$ cat config.mk
export PLATFORM = sky130hd
export DESIGN_NAME = pll_reconfig_bridge_flat
export DESIGN_NICKNAME = d
export VERILOG_FILES = /design/src/rtl/pll_reconfig_bridge_pkg.sv /design/src/rtl/pll_reconfig_bridge_if.sv /design/src/rtl/pll_reconfig_bridge_sync2.sv /design/src/rtl/pll_reconfig_bridge.sv /design/src/flat_wrapper.sv
export SDC_FILE = /design/constraint.sdc
export NUM_CORES = 1
export LEC_CHECK = 0
export CAP_MARGIN = 40
export CORE_AREA = 2 2 84 86
export CTS_BUF_LIST = sky130_fd_sc_hd__clkbuf_4 sky130_fd_sc_hd__clkbuf_8 sky130_fd_sc_hd__clkbuf_16
export DETAILED_ROUTE_END_ITERATION = 10
export DIE_AREA = 0 0 86 88
export PLACE_DENSITY = 0.78
export SYNTH_ARGS = -nofsm -noshare
export SYNTH_HDL_FRONTEND = slang
export SYNTH_SLANG_ARGS = --single-unit
$ cat constraint.sdc
create_clock -name clk_sys -period 4.35 [get_ports clk_sys]
set_input_delay 0.6525 -clock clk_sys [delete_from_list [all_inputs] [get_ports clk_sys]]
set_output_delay 0.6525 -clock clk_sys [all_outputs]
set_load 0.01 [all_outputs]
$ cat src/rtl/pll_reconfig_bridge_pkg.sv
// Shared types for the PAL/NTSC PLL configuration path: bridge states,
// reconfig register map and the address/data record used by the writer.
package pll_cfg_pkg;

  localparam int CFG_AW = 6;
  localparam int CFG_DW = 32;

  typedef enum logic [1:0] {
    ST_IDLE      = 2'd0,
    ST_FWD       = 2'd1,
    ST_WAIT_LOCK = 2'd2,
    ST_SETTLE    = 2'd3
  } pll_br_state_t;

  localparam logic [CFG_AW-1:0] ADDR_MODE  = 6'h00;
  localparam logic [CFG_AW-1:0] ADDR_START = 6'h02;
  localparam logic [CFG_AW-1:0] ADDR_N     = 6'h03;
  localparam logic [CFG_AW-1:0] ADDR_M     = 6'h04;
  localparam logic [CFG_AW-1:0] ADDR_C     = 6'h05;
  localparam logic [CFG_AW-1:0] ADDR_MFRAC = 6'h07;
  localparam logic [CFG_AW-1:0] ADDR_BW    = 6'h08;
  localparam logic [CFG_AW-1:0] ADDR_CP    = 6'h09;

  typedef struct packed {
    logic [CFG_AW-1:0] addr;
    logic [CFG_DW-1:0] data;
  } pll_cfg_rec_t;

endpackage

$ cat src/rtl/pll_reconfig_bridge_if.sv
// Upstream config bus and downstream PLL reconfig management bus.
// Handshake: a write transfers on a cycle where write=1 and waitrequest=0;
// while waitrequest=1 the initiator holds write, address and data unchanged.
interface pll_reconfig_bridge_if;
  import pll_cfg_pkg::*;

  logic              cfg_write;
  logic [CFG_AW-1:0] cfg_address;
  logic [CFG_DW-1:0] cfg_data;
  logic              cfg_waitrequest;
  logic              mgmt_write;
  logic [CFG_AW-1:0] mgmt_address;
  logic [CFG_DW-1:0] mgmt_writedata;
  logic              mgmt_waitrequest;

  // slave: the bridge; master: the writer and the reconfig IP around it
  modport slave (
    input  cfg_write, cfg_address, cfg_data, mgmt_waitrequest,
    output cfg_waitrequest, mgmt_write, mgmt_address, mgmt_writedata
  );

  modport master (
    output cfg_write, cfg_address, cfg_data, mgmt_waitrequest,
    input  cfg_waitrequest, mgmt_write, mgmt_address, mgmt_writedata
  );

endinterface

$ cat src/rtl/pll_reconfig_bridge_sync2.sv
// Two-flop synchroniser for a slow level signal crossing into clk.
module sync2 (
  input  logic clk,
  input  logic rst,
  input  logic d,
  output logic q
);

  logic meta;

  always_ff @(posedge clk) begin
    if (rst) begin
      meta <= 1'b0;
      q    <= 1'b0;
    end else begin
      meta <= d;
      q    <= meta;
    end
  end

endmodule

$ cat src/rtl/pll_reconfig_bridge.sv
// Forwards config writes to the PLL reconfig IP one at a time and holds the
// core in reset after a Start write until lock has been stable long enough.
module pll_reconfig_bridge
  import pll_cfg_pkg::*;
#(
  parameter logic [CFG_AW-1:0] START_ADDR    = ADDR_START,
  parameter int                SETTLE_CYCLES = 256,
  parameter int                LOCK_TIMEOUT  = 1048576
) (
  input  logic                   clk_sys,
  input  logic                   reset,
  pll_reconfig_bridge_if.slave   bus,
  input  logic                   pll_locked,
  output logic                   core_reset,
  output logic                   busy,
  output logic                   lock_err,
  output pll_br_state_t          dbg_state
);

  localparam int TO_W = $clog2(LOCK_TIMEOUT);
  localparam int ST_W = $clog2(SETTLE_CYCLES + 1);
  localparam logic [TO_W-1:0] TO_LAST = TO_W'(LOCK_TIMEOUT - 1);
  localparam logic [ST_W-1:0] ST_LAST = ST_W'(SETTLE_CYCLES - 1);

  pll_br_state_t     state, state_d;
  logic [CFG_AW-1:0] addr_q, addr_d;
  logic [CFG_DW-1:0] data_q, data_d;
  logic              core_reset_q, core_reset_d;
  logic              lock_err_q, lock_err_d;
  logic [TO_W-1:0]   to_cnt, to_cnt_d, to_inc;
  logic [ST_W-1:0]   st_cnt, st_cnt_d, st_inc;
  logic              lk;
  logic              accept;

  sync2 u_lock_sync (
    .clk (clk_sys),
    .rst (reset),
    .d   (pll_locked),
    .q   (lk)
  );

  assign bus.cfg_waitrequest = (state != ST_IDLE) | reset | !lk;
  assign accept              = bus.cfg_write & !bus.cfg_waitrequest;
  assign bus.mgmt_write      = (state == ST_FWD);
  assign bus.mgmt_address    = addr_q;
  assign bus.mgmt_writedata  = data_q;
  assign core_reset          = core_reset_q;
  assign lock_err            = lock_err_q;
  assign busy                = (state != ST_IDLE);
  assign dbg_state           = state;

  // Both counters saturate instead of wrapping.
  assign to_inc = (to_cnt == '1) ? to_cnt : to_cnt + TO_W'(1);
  assign st_inc = (st_cnt == '1) ? st_cnt : st_cnt + ST_W'(1);

  always_comb begin
    state_d      = state;
    addr_d       = addr_q;
    data_d       = data_q;
    core_reset_d = core_reset_q;
    lock_err_d   = lock_err_q;
    to_cnt_d     = to_cnt;
    st_cnt_d     = st_cnt;
    case (state)
      ST_IDLE: begin
        // Lock loss wins over a pending write, which stays stalled.
        if (!lk) begin
          state_d      = ST_WAIT_LOCK;
          core_reset_d = 1'b1;
          to_cnt_d     = '0;
        end else if (accept) begin
          state_d = ST_FWD;
          addr_d  = bus.cfg_address;
          data_d  = bus.cfg_data;
          if (bus.cfg_address == START_ADDR) begin
            core_reset_d = 1'b1;
            lock_err_d   = 1'b0;
          end
        end
      end
      ST_FWD: begin
        if (!bus.mgmt_waitrequest) begin
          if (addr_q == START_ADDR) begin
            state_d  = ST_WAIT_LOCK;
            to_cnt_d = '0;
          end else begin
            state_d = ST_IDLE;
          end
        end
      end
      ST_WAIT_LOCK: begin
        if (!bus.mgmt_waitrequest && lk) begin
          state_d  = ST_SETTLE;
          st_cnt_d = '0;
          to_cnt_d = to_inc;
        end else if (to_cnt >= TO_LAST) begin
          state_d      = ST_IDLE;
          lock_err_d   = 1'b1;
          core_reset_d = 1'b0;
        end else begin
          to_cnt_d = to_inc;
        end
      end
      ST_SETTLE: begin
        // A lock drop restarts settling but not the overall timeout.
        if (!lk) begin
          state_d  = ST_WAIT_LOCK;
          st_cnt_d = '0;
          to_cnt_d = to_inc;
        end else if (st_cnt >= ST_LAST) begin
          state_d      = ST_IDLE;
          core_reset_d = 1'b0;
        end else begin
          st_cnt_d = st_inc;
          to_cnt_d = to_inc;
        end
      end
      default: state_d = ST_WAIT_LOCK;
    endcase
  end

  always_ff @(posedge clk_sys) begin
    if (reset) begin
      state        <= ST_WAIT_LOCK;
      addr_q       <= '0;
      data_q       <= '0;
      core_reset_q <= 1'b1;
      lock_err_q   <= 1'b0;
      to_cnt       <= '0;
      st_cnt       <= '0;
    end else begin
      state        <= state_d;
      addr_q       <= addr_d;
      data_q       <= data_d;
      core_reset_q <= core_reset_d;
      lock_err_q   <= lock_err_d;
      to_cnt       <= to_cnt_d;
      st_cnt       <= st_cnt_d;
    end
  end

endmodule

$ cat src/flat_wrapper.sv
// flat-port wrapper written by rule: the top's interface ports become plain ports
module pll_reconfig_bridge_flat import pll_cfg_pkg::*;
#(
  parameter logic [CFG_AW-1:0] START_ADDR    = ADDR_START,
  parameter int                SETTLE_CYCLES = 256,
  parameter int                LOCK_TIMEOUT  = 1048576
)
  (clk_sys, reset, pll_locked, core_reset, busy, lock_err, dbg_state, bus_cfg_write, bus_cfg_address, bus_cfg_data, bus_mgmt_waitrequest, bus_cfg_waitrequest, bus_mgmt_write, bus_mgmt_address, bus_mgmt_writedata);
  pll_reconfig_bridge_if bus_i ();
  input  logic clk_sys;
  input  logic reset;
  input  logic pll_locked;
  output logic core_reset;
  output logic busy;
  output logic lock_err;
  output pll_br_state_t dbg_state;
  input wire logic [$bits(bus_i.cfg_write)-1:0] bus_cfg_write;
  input wire logic [$bits(bus_i.cfg_address)-1:0] bus_cfg_address;
  input wire logic [$bits(bus_i.cfg_data)-1:0] bus_cfg_data;
  input wire logic [$bits(bus_i.mgmt_waitrequest)-1:0] bus_mgmt_waitrequest;
  output wire logic [$bits(bus_i.cfg_waitrequest)-1:0] bus_cfg_waitrequest;
  output wire logic [$bits(bus_i.mgmt_write)-1:0] bus_mgmt_write;
  output wire logic [$bits(bus_i.mgmt_address)-1:0] bus_mgmt_address;
  output wire logic [$bits(bus_i.mgmt_writedata)-1:0] bus_mgmt_writedata;
  assign bus_i.cfg_write = bus_cfg_write;
  assign bus_i.cfg_address = bus_cfg_address;
  assign bus_i.cfg_data = bus_cfg_data;
  assign bus_i.mgmt_waitrequest = bus_mgmt_waitrequest;
  assign bus_cfg_waitrequest = bus_i.cfg_waitrequest;
  assign bus_mgmt_write = bus_i.mgmt_write;
  assign bus_mgmt_address = bus_i.mgmt_address;
  assign bus_mgmt_writedata = bus_i.mgmt_writedata;
  pll_reconfig_bridge #(.START_ADDR(START_ADDR), .SETTLE_CYCLES(SETTLE_CYCLES), .LOCK_TIMEOUT(LOCK_TIMEOUT)) u_core (.clk_sys(clk_sys), .reset(reset), .bus(bus_i), .pll_locked(pll_locked), .core_reset(core_reset), .busy(busy), .lock_err(lock_err), .dbg_state(dbg_state));
endmodule
### After elaboration in Yosys (flattened, before gate mapping)

Index checks and enable logic that the tools add are counted.

* add/subtract/negate cells: 2
* order comparisons: 2
* eq/ne operators: 25
* multiplexer cells: 37
* bitwise logic cells: 3
* reduce and logical (&&, ||, !) cells: 15

Operator list (number)
* $mux W20: 8
* $pmux W20 S4: 1
* $mux W9: 4
* $add A20 B1 Y20 const B: 1
* $eq A20 B20 Y1 const B: 1
* $ge A20 B20 Y1 const B: 1
* $pmux W9 S2: 1
* $mux W2: 8
* $eq A6 B2 Y1 const B: 2
* $mux W1: 12
* $ne A2 B1 Y1 const B: 6
* $ne A3 B2 Y1 const B: 4
* $ne A2 B2 Y1 const B: 5
* $add A9 B1 Y9 const B: 1
* $eq A9 B9 Y1 const B: 1
* $ge A9 B8 Y1 const B: 1
* $pmux W2 S4: 1
* $reduce_and A4 Y1: 2
* $reduce_and A7 Y1: 1
* $ne A3 B3 Y1 const B: 2
* $reduce_and A6 Y1: 1
* $reduce_bool A2 Y1: 3
* $reduce_and A5 Y1: 1
* $eq A2 B2 Y1 const B: 2
* other kinds (11): 14

* flip-flop bits (word level): 73
* bits of input ports: 43
* output and inout bits: 45

### Longest topological paths before layout

Gate-level depths: netlist of run 1.

* word-level depth: 8
* mapped depth: 11

### Cells and area by module

From an unflattened synthesis of run 1, not the netlist that was laid out.

* cell total of the unflattened synthesis: 409
* area total of the unflattened synthesis: 3365.7 um2

Modules (own cells, without submodules)
* pll_reconfig_bridge: times used 1, cells each 405, area an instance 3313.2 um2
* sync2: times used 1, cells each 4, area an instance 52.6 um2

### Worst setup path before layout of run 1

No wires, ideal clock.

* kind: register to register
* start: reg u_core.st_cnt[0]
* end: reg u_core.to_cnt[8]
* setup time: 135 ps
* arrival: 2338 ps
* data required time: 4215 ps
* path slack: 1877 ps
* stages on the path, launching flop included: 12
* path buffers: 1
* clock period less this slack: 2473 ps
* path through: dfxtp_1 > ha_1 > nand2_1 > nor2_1 > and3_1 > ha_1 > or2_2 > a31oi_2 > o21ai_2 > clkbuf_1 > o311ai_0 > o41ai_1

* word-level cells in the longest chain between the ends: 3

Ends and longest elaborated chain
* from (decl): line pll_reconfig_bridge.sv:31 `logic [ST_W-1:0] st_cnt, st_cnt_d, st_inc;`
* from (signal assigned): line pll_reconfig_bridge.sv:138 `st_cnt <= st_cnt_d;`
* $ge A9 B8 Y1: line pll_reconfig_bridge.sv:110 `end else if (st_cnt >= ST_LAST) begin`
* $ne A3 B3 Y1 (no line)
* $reduce_and A5 Y1 (no line)
* to (signal assigned): line pll_reconfig_bridge.sv:137 `to_cnt <= to_cnt_d;`
* to (decl): line pll_reconfig_bridge.sv:30 `logic [TO_W-1:0] to_cnt, to_cnt_d, to_inc;`

No other way between the ends.
A chain may end at the register's enable or synchronous reset.

### Final worst setup path of run 1

* start: in reset
* end: out bus_cfg_waitrequest

* word-level cells in the longest chain between the ends: 2

Ends and longest elaborated chain
* from (decl): line flat_wrapper.sv:11 `input logic reset;`
* $or A1 B1 Y1 (2 in series): line pll_reconfig_bridge.sv:42 `assign bus.cfg_waitrequest = (state != ST_IDLE) | reset | !lk;`
* to (decl): line flat_wrapper.sv:21 `output wire logic [$bits(bus_i.cfg_waitrequest)-1:0] bus_cfg_waitrequest;`

No other way between the ends.

==> flow_summary_export.csv, run 1 <==
group,metric,value,unit
outcome,status,"completed",
cts,clk_pin_slew,0.08,ns
floorplan,rows,30,
power_and_ir_drop,p_leak,1.82,nW
synthesis,synthArstFlopShare,0,%
cts,clock-sinks,73,
routing,drt_iter0_markers,222,
layout,fin_cells,582,
layout,fin_area,4440,sq um
cts,holdBufCountCts,0,
placed_design,placed_cells,566,
sta,min_period,3.00,ns
cts,numCtsBuffers,9,
global_route,antenna_found_initial,0,
sta,rsz0062_at_grt,"false",
cts,cts_buffer_depth,2,
floorplan,die_area,7570,sq um
routing,wl_per_cell,15.0,um
floorplan,coreArea,6640,sq um
synthesis,syn_area,3350,sq um
routing,drt-total-wl,8.73,mm
worst_setup_path,critPathKind,"in -> out",
cts,postCtsSetupBuffers,0,
routing,vias_per_cell,5.70,
cts,cts_tree,"done",
sta,tightest_slew,0.873,ns
cts,h-tree-depth,3,
synthesis,syn_avg_cell_area,7.99,sq um
power_and_ir_drop,vdd_ir_drop_max,0.000194,V
synthesis,yosys_warnings,0,
layout,antenna_cells,0,
floorplan,start_util,50.4,%
sta,maxSlewViolCount,0,
layout,layout-drive-gt1-share,5.58,%
min_path,hold_class,"reg -> reg",
worst_setup_path,critPathRequiredTime,3.70,ns
layout,area_growth,32.6,%
placed_design,gp_congestion,0.870,
synthesis,ys_seq_area_share,43.6,%
synthesis,synth.ff_latch_count,73,
cts,cts-root-buf,"clkbuf_8",
job,maxCapViolCount,0,
synthesis,ys_types,54,
routing,vias,3318,
cts,clk-insertion-delay-late,0.35,ns
layout,final_core_util,66.9,%
placed_design,dpl.hpwl,6.11,mm
synthesis,synth_top_flop_cell,"dfxtp_1",
sta,period_share,69.1,%
sta,hold_viol,0,
global_route,grt_pass1_wl,14.4,mm
sta,setup_viol,0,
power_and_ir_drop,finalPower,1.33,mW
worst_setup_path,cp.arrival,2.35,ns
placed_design,io_buffers,87,
cts,cts_resized,0,
floorplan,io_pins,88,
placed_design,postPlaceCellArea,4240,sq um
worst_setup_path,path_max_fanout,18,
worst_setup_path,cp-end-kind,"primary output",
synthesis,synthCells,419,
worst_setup_path,startpoint_type,"input port",
routing,antenna_left,0,
sta,relSlewSlack,41.4,%
global_route,grt_max_degree,26,
layout,fin_nets,544,
global_route,overflow,0,
global_route,grt_pass1_vias,3106,
sta,fmax,333,MHz
sta,tns,0,ns
sta,skew,0.00608,ns
routing,first_pass_iters,4,
synthesis,syn_nets,466,
floorplan,die_w,86,um
floorplan,die_h,88,um
routing,drc,0,
global_route,grt_use_total,23.8,%
power_and_ir_drop,power.density,299,nW/um^2
synthesis,synth-edff-count,0,
==> registers in the layout (all words and copies together) (netlist names), 2 cells and up <==
signal                     cells
u_core.bus.mgmt_writedata     32
u_core.dbg_state               2
u_core.to_cnt                 20
u_core.st_cnt                  9
u_core.bus.mgmt_address        6
==> placed cells by master, fill, tap and decap left out, drive strengths merged, types with 10 or more instances in the layout <==
cell type      synthesis  layout
clkbuf                20      10
o21ai                 17      17
dfxtp                 73      73
nand2                 96      96
nand3                 50      50
nor2                  23      23
a21oi                 16      16
clkdlybuf4s50          0      87
==> layer usage <==
layer / up-vias / GRT usage, % / share of wire (%)
li1: 1649 / - / -
met1: 1546 / 29.4 / 45
met2: 109 / 37.0 / 44
met3: 14 / 9.90 / 9.4
met4: 0 / 9.52 / 1.7
met5: - / 0 / 0
==> cell families (layout without fill, tap and decap cells) <==
family | after synthesis | after routing | synth area share [%]
simple gates | 220 | 220 | 31.5
flops | 73 | 73 | 43.6
xor+xnor | 6 | 6 | 1.57
buf+inv | 33 | 116 | 4.18
fa+ha+maj | 4 | 4 | 1.49
compound gates | 82 | 82 | 17.4
mux | 1 | 1 | 0.299
==> area by class of cell <==
cell class / instances / area, sq um
tap: 80 / 100
multi-input combinational: 313 / 1750
timing repair buffer: 91 / 901
sequential: 73 / 1460
fill: 563 / 2200
clock buffer: 10 / 131
clock inverter: 6 / 67.6
inverter: 9 / 33.8
==> critical path: stages <==
cell             delay, ns
clkdlybuf4s50_1       0.43
buf_4                 0.21
nor4b_1               0.45
inv_1                 0.09
clkdlybuf4s50_1       0.51
==> power by group <==
| part | total [mW] | switching [mW] | internal (mW) |
|---|---|---|---|
| Clock | 0.541 | 0.268 | 0.273 |
| Sequential | 0.686 | 0.0112 | 0.675 |
| Combinational | 0.0995 | 0.0442 | 0.0553 |
==> cells in the mapped netlist, types with 4 or more instances <==
| cell | number | share of area, % |
|---|---|---|
| a211o_1 | 5 | 1.3 |
| a21o_1 | 4 | 0.90 |
| a21oi_1 | 16 | 2.4 |
| and3_1 | 8 | 1.5 |
| clkbuf_1 | 20 | 2.2 |
| dfxtp_1 | 73 | 44 |
| ha_1 | 4 | 1.5 |
| inv_1 | 8 | 0.90 |
| nand2_1 | 96 | 11 |
| nand3_1 | 50 | 7.5 |
| nor2_1 | 22 | 2.5 |
| nor3_1 | 9 | 1.3 |
| nor4_1 | 7 | 1.3 |
| o211ai_1 | 9 | 2.0 |
| o21a_1 | 6 | 1.3 |
| o21ai_0 | 12 | 1.8 |
| or3_1 | 4 | 0.75 |
| or4_1 | 4 | 0.90 |
| xor2_1 | 6 | 1.6 |
==> path summary, 6_finish.rpt <==
check | start | endpoint | slack [ns] | cells past startpoint
setup / recovery | reset | bus_cfg_waitrequest | 1.35 | 5
setup reg to reg | u_core.st_cnt[0] | u_core.to_cnt[4] | 1.42 | 10
hold / removal | u_core.u_lock_sync.meta | u_core.u_lock_sync.q | 0.45 | 1
hold reg to reg | u_core.u_lock_sync.meta | u_core.u_lock_sync.q | 0.45 | 1
==> metrics by stage <==
| stage | hold WS (ns) | setup WS [ns] |
|---|---|---|
| floorplan | 0.414 | 1.88 |
| global placement | 0.426 | 1.39 |
| detailed placement | 0.431 | 1.20 |
| CTS | 0.457 | 1.37 |
| global route | 0.472 | 1.26 |
| finish | 0.453 | 1.35 |
Power figures use the tool's default switching activity.
==> run 2: changes to the inputs <==
Settings changed: CORE_AREA 2 2 84 86 to 2 2 86 88, DIE_AREA 0 0 86 88 to 0 0 88 90, PLACE_DENSITY 0.78 to 0.75.
Clock period 4.35 ns to 2.9 ns, I/O delays scaled along.
==> run 2 against run 1 <==
Net effect:
- hold slack got worse by 0.011 ns
- cell count rose by 4.1%
- via count fell by 1.0%
==> flow_summary_export.csv, run 2 (synthesis results as in run 1) <==
group,metric,value,unit
outcome,status,"completed",
layout,fin_cells,606,
worst_setup_path,crit_end,"u_core.to_cnt[2]",
worst_setup_path,r2r_setup_slack,0.39,ns
global_route,grt_max_degree,44,
worst_setup_path,cp-end-kind,"register",
worst_setup_path,cp.arrival,2.75,ns
power_and_ir_drop,p_switching,0.482,mW
worst_setup_path,r2r-start,"u_core.st_cnt[0]",
cts,cts_resized,0,
layout,layout_commonest_cell,"nand2_1",
floorplan,start_util,47.7,%
job,maxCapViolCount,0,
floorplan,io_pins,88,
layout,layout-drive-gt1-share,6.51,%
layout,fin_nets,549,
routing,vias,3284,
min_path,hold_class,"reg -> reg",
sta,period_share,86.5,%
placed_design,post-place-ws,0.386,ns
worst_setup_path,startpoint,"u_core.st_cnt[0]",
sta,tightest_slew,0.764,ns
sta,relSlewSlack,48.6,%
global_route,antenna_found_initial,0,
power_and_ir_drop,swShare,23.1,%
floorplan,rows,31,
worst_setup_path,r2r.worst_path.cells,11,
power_and_ir_drop,clkPwrFrac,43.4,%
floorplan,die_w,88,um
global_route,grt_pass1_vias,3154,
sta,skew,0.00796,ns
cts,postCtsSetupBuffers,0,
cts,cts_buffer_depth,2,
placed_design,dpl.hpwl,5.98,mm
routing,antenna_left,0,
sta,finalWorstSetupSlack,0.391,ns
floorplan,die_h,90,um
worst_setup_path,cpMaxStageDelayCell,"dfxtp_1",
sta,min_period,2.51,ns
worst_setup_path,max_stage_delay,0.33,ns
sta,hold_viol,0,
worst_setup_path,path_max_fanout,8,
floorplan,coreArea,7020,sq um
layout,antenna_cells,0,
cts,cts-root-buf,"clkbuf_8",
routing,drt_iter0_markers,165,
cts,cts_tree,"done",
power_and_ir_drop,vdd_ir_drop_max,0.000349,V
routing,drc,0,
cts,clock-sinks,73,
sta,setup_viol,0,
worst_setup_path,critPathKind,"reg -> reg",
layout,final_core_util,64.6,%
global_route,grt_use_total,24.0,%
power_and_ir_drop,power.density,461,nW/um^2
placed_design,gp_congestion,0.824,
routing,vias_per_cell,5.42,
cts,h-tree-depth,3,
power_and_ir_drop,intPower,1.61,mW
cts,holdBufCountCts,0,
sta,fmax,399,MHz
global_route,grt_pass1_wl,15.3,mm
sta,rsz0062_at_grt,"false",
cts,clk_pin_slew,0.08,ns
layout,fin_area,4530,sq um
sta,worst_hold_slack,0.441,ns
routing,first_pass_iters,4,
worst_setup_path,reg2reg_to,"u_core.to_cnt[2]",
power_and_ir_drop,share_comb_of_total_power,7.5,%
worst_setup_path,startpoint_type,"register",
layout,largest_reg_flops,32,
floorplan,die_area,7920,sq um
layout,layout_common_cells,"nand2_1, clkdlybuf4s50_1, dfxtp_1",
placed_design,placed_cells,590,
power_and_ir_drop,finalPower,2.09,mW
worst_setup_path,critPathRequiredTime,3.14,ns
routing,drt-total-wl,8.91,mm
layout,area_growth,35.3,%
power_and_ir_drop,p_leak,1.85,nW
sta,maxSlewViolCount,0,
placed_design,io_buffers,87,
worst_setup_path,cp_cell_sequence,"ha_1, nand2_1, nor2_1, and3_1, ha_1, or2_2, a31oi_2, buf_4, o21a_1, nor2_1, a211o_1",
cts,numCtsBuffers,9,
sta,tns,0,ns
cts,clk-insertion-delay-late,0.35,ns
routing,wl_per_cell,14.7,um
power_and_ir_drop,power_frac_seq,49.1,%
global_route,overflow,0,
placed_design,postPlaceCellArea,4310,sq um
[run 2: cell count changes in the layout (fill, tap and decap cells not counted)]
cell        change
buf_4           +5
bufinv_16       +1
clkbuf_8        +1
clkinvlp_4      -1
clkbuf_4        -1
[run 2: how the worst min path moves through the flow]
stage	startpoint	end	slack, ns	cells after the start
finish	u_core.u_lock_sync.meta	u_core.u_lock_sync.q	0.44	1
global route	u_core.u_lock_sync.meta	u_core.u_lock_sync.q	0.47	1
CTS	u_core.u_lock_sync.meta	u_core.u_lock_sync.q	0.45	1
detailed placement	u_core.u_lock_sync.meta	u_core.u_lock_sync.q	0.44	1
global placement	u_core.u_lock_sync.meta	u_core.u_lock_sync.q	0.42	1
floorplan	u_core.u_lock_sync.meta	u_core.u_lock_sync.q	0.41	1
[run 2: area by class of cell]
type / instances / area, sq um
clock buffers: 10 / 138
clock inverters: 6 / 90.1
fillers: 602 / 2490
inverters: 9 / 33.8
multi-input cells: 313 / 1750
flip-flops and latches: 73 / 1460
well taps: 99 / 124
repair buffers: 96 / 938
[run 2: metal layers]
layer	track usage, %	wire (um)
met1	31.8	3930
met2	34.3	3940
met3	11.6	864
met4	7.31	182
met5	0	0
[run 2: critical path: cells and delay by family, from the launching register on]
| family | cells | cell delay, ns |
|---|---|---|
| AO/OA/AOI/OAI | 3 | 0.75 |
| adder cells (fa/ha/maj) | 2 | 0.39 |
| buffers and inverters | 1 | 0.19 |
| flip-flops | 1 | 0.33 |
| AND/OR/NAND/NOR | 5 | 0.74 |
[run 2: power by group through the flow]
stage	clock network [mW]	logic, mW	registers [mW]
after global routing	0.977	0.171	1.03
after global placement	0	0.153	1.05
after floorplan	0	0.0667	1.05
after CTS	0.931	0.156	1.03
final	0.908	0.157	1.03
after detailed placement	0	0.154	1.05
==> run 3: changes to the inputs <==
==> constraint.sdc (replaced) <==
create_clock -name clk_sys -period 2.9 [get_ports clk_sys]
set_input_delay 0.29 -clock clk_sys [delete_from_list [all_inputs] [get_ports clk_sys]]
set_output_delay 0.29 -clock clk_sys [all_outputs]
set_load 0.01 [all_outputs]
==> run 3 against run 2 <==
Net effect:
- utilization down 0.18 points
- first-iteration DRC count up 16%
- power down 0.50%
- die area unchanged
- count of clock-buffer cells in the layout unchanged
- non-clock buffer count down 1
- critical path depth down 1
- clock skew up 0.0054 ns
- routed wire length up 0.68%
- clock power down 1%
- highest routed layer unchanged
==> flow_summary_export.csv, run 3 (synthesis results as in run 1) <==
group,metric,value,unit
outcome,status,"completed",
routing,wl_per_cell,14.8,um
routing,drt_iter0_markers,191,
min_path,hold_class,"reg -> reg",
layout,final_core_util,64.4,%
layout,fin_nets,548,
sta,finalWorstSetupSlack,0.330,ns
sta,worst_hold_slack,0.454,ns
sta,rsz0062_at_grt,"false",
min_path,holdPathStages,2,
worst_setup_path,max_stage_delay,0.55,ns
layout,fin_cells,605,
floorplan,coreArea,7020,sq um
floorplan,die_area,7920,sq um
sta,skew,0.0133,ns
power_and_ir_drop,p_leak,1.84,nW
layout,layout_commonest_cell,"nand2_1",
power_and_ir_drop,power.density,460,nW/um^2
global_route,overflow,0,
floorplan,die_h,90,um
worst_setup_path,r2r.worst_path.cells,10,
worst_setup_path,cp.arrival,2.85,ns
layout,antenna_cells,0,
sta,tightest_slew,0.696,ns
sta,hold_viol,0,
floorplan,rows,31,
cts,cts_tree,"done",
cts,cts_resized,0,
floorplan,die_w,88,um
worst_setup_path,critPathKind,"reg -> reg",
power_and_ir_drop,clkPwrFrac,43.1,%
placed_design,postPlaceCellArea,4300,sq um
global_route,grt_pass1_wl,15.1,mm
worst_setup_path,cp-end-kind,"register",
cts,numCtsBuffers,9,
power_and_ir_drop,power_frac_seq,49.3,%
placed_design,post-place-ws,0.320,ns
worst_setup_path,cpMaxStageDelayCell,"or4_1",
power_and_ir_drop,vdd_ir_drop_max,0.000300,V
routing,vias,3342,
routing,vias_per_cell,5.52,
cts,clk_pin_slew,0.09,ns
placed_design,gp_congestion,0.862,
cts,holdBufCountCts,0,
global_route,grt_max_degree,39,
global_route,grt_use_total,23.6,%
cts,cts-root-buf,"clkbuf_8",
cts,cts_buffer_depth,2,
routing,antenna_left,0,
cts,clock-sinks,73,
power_and_ir_drop,share_comb_of_total_power,7.6,%
worst_setup_path,startpoint_type,"register",
layout,fin_area,4520,sq um
power_and_ir_drop,intPower,1.60,mW
sta,min_period,2.57,ns
layout,layout_common_cells,"nand2_1, clkdlybuf4s50_1, dfxtp_1",
layout,layout-drive-gt1-share,6.32,%
layout,largest_reg_flops,32,
routing,drt-total-wl,8.97,mm
cts,postCtsSetupBuffers,0,
placed_design,io_buffers,87,
floorplan,io_pins,88,
worst_setup_path,crit_top_cell,"ha_1",
power_and_ir_drop,p_switching,0.486,mW
layout,area_growth,35.0,%
worst_setup_path,cp_cell_sequence,"ha_1, nand2_1, nor2_1, and3_1, ha_1, or2_2, a31oi_2, o21ai_2, or4_1, a31oi_1",
sta,tns,0,ns
power_and_ir_drop,swShare,23.3,%
cts,h-tree-depth,3,
layout,fill_cells,591,
routing,drc,0,
placed_design,placed_cells,589,
floorplan,start_util,47.7,%
power_and_ir_drop,finalPower,2.08,mW
placed_design,dpl.hpwl,6.19,mm
sta,period_share,88.6,%
cts,clk-insertion-delay-late,0.36,ns
sta,fmax,389,MHz
routing,first_pass_iters,4,
sta,relSlewSlack,53.2,%
worst_setup_path,critPathRequiredTime,3.18,ns
global_route,grt_pass1_vias,3240,
sta,maxSlewViolCount,0,
global_route,antenna_found_initial,0,
worst_setup_path,path_max_fanout,16,
sta,setup_viol,0,
job,maxCapViolCount,0,
==> run 3: changes by cell type in the layout (fill, tap and decap cells not counted), sizes merged <==
| cell | before | now |
|---|---|---|
| clkinv | 3 | 1 |
| buf | 9 | 8 |
| clkinvlp | 1 | 3 |
==> run 3: final timing paths <==
check                                                   start                            end  slack [ns]
worst min register to register  u_core.bus.mgmt_writedata[10]  u_core.bus.mgmt_writedata[10]        0.45
worst max register to register               u_core.st_cnt[0]               u_core.to_cnt[4]        0.33
worst max-delay path                         u_core.st_cnt[0]               u_core.to_cnt[4]        0.33
worst min-delay path            u_core.bus.mgmt_writedata[10]  u_core.bus.mgmt_writedata[10]        0.45
==> run 3: cell type report <==
class                   count  area [sq um]  area share [%]
inverters                   9          33.8           0.747
multi-input cells         313          1750            38.7
well taps                  99           124            2.74
flip-flops and latches     73          1460            32.3
clock buffers              10           131            2.91
repair buffers             95           931            20.6
clock inverters             6          91.3            2.02
==> run 3: worst max-delay path, delay by kind of cell (launching register included) <==
kind / cells / cell delay, ns
AOI/OAI and AO/OA: 3 / 0.63
DFF: 1 / 0.33
and+or+nand+nor: 5 / 1.15
adders and majority gates: 2 / 0.39
==> run 3: power by group through the flow <==
| stage | sequential (mW) | combinational [mW] | clock, mW |
|---|---|---|---|
| 2_1_floorplan | 1.05 | 0.0667 | 0 |
| 3_3_place_gp | 1.05 | 0.153 | 0 |
| 3_5_place_dp | 1.05 | 0.156 | 0 |
| 4_1_cts | 1.03 | 0.156 | 0.917 |
| 5_1_grt | 1.03 | 0.171 | 0.959 |
| 6_report | 1.03 | 0.157 | 0.898 |
==> run 3: metal layers <==
| layer | share of wire, % | GRT usage, % | routed length (um) |
|---|---|---|---|
| met4 | 2.0 | 8.59 | 182 |
| met1 | 44 | 29.9 | 3910 |
| met2 | 45 | 34.9 | 4020 |
| met5 | 0 | 0 | 0 |
| met3 | 9.6 | 11.1 | 858 |
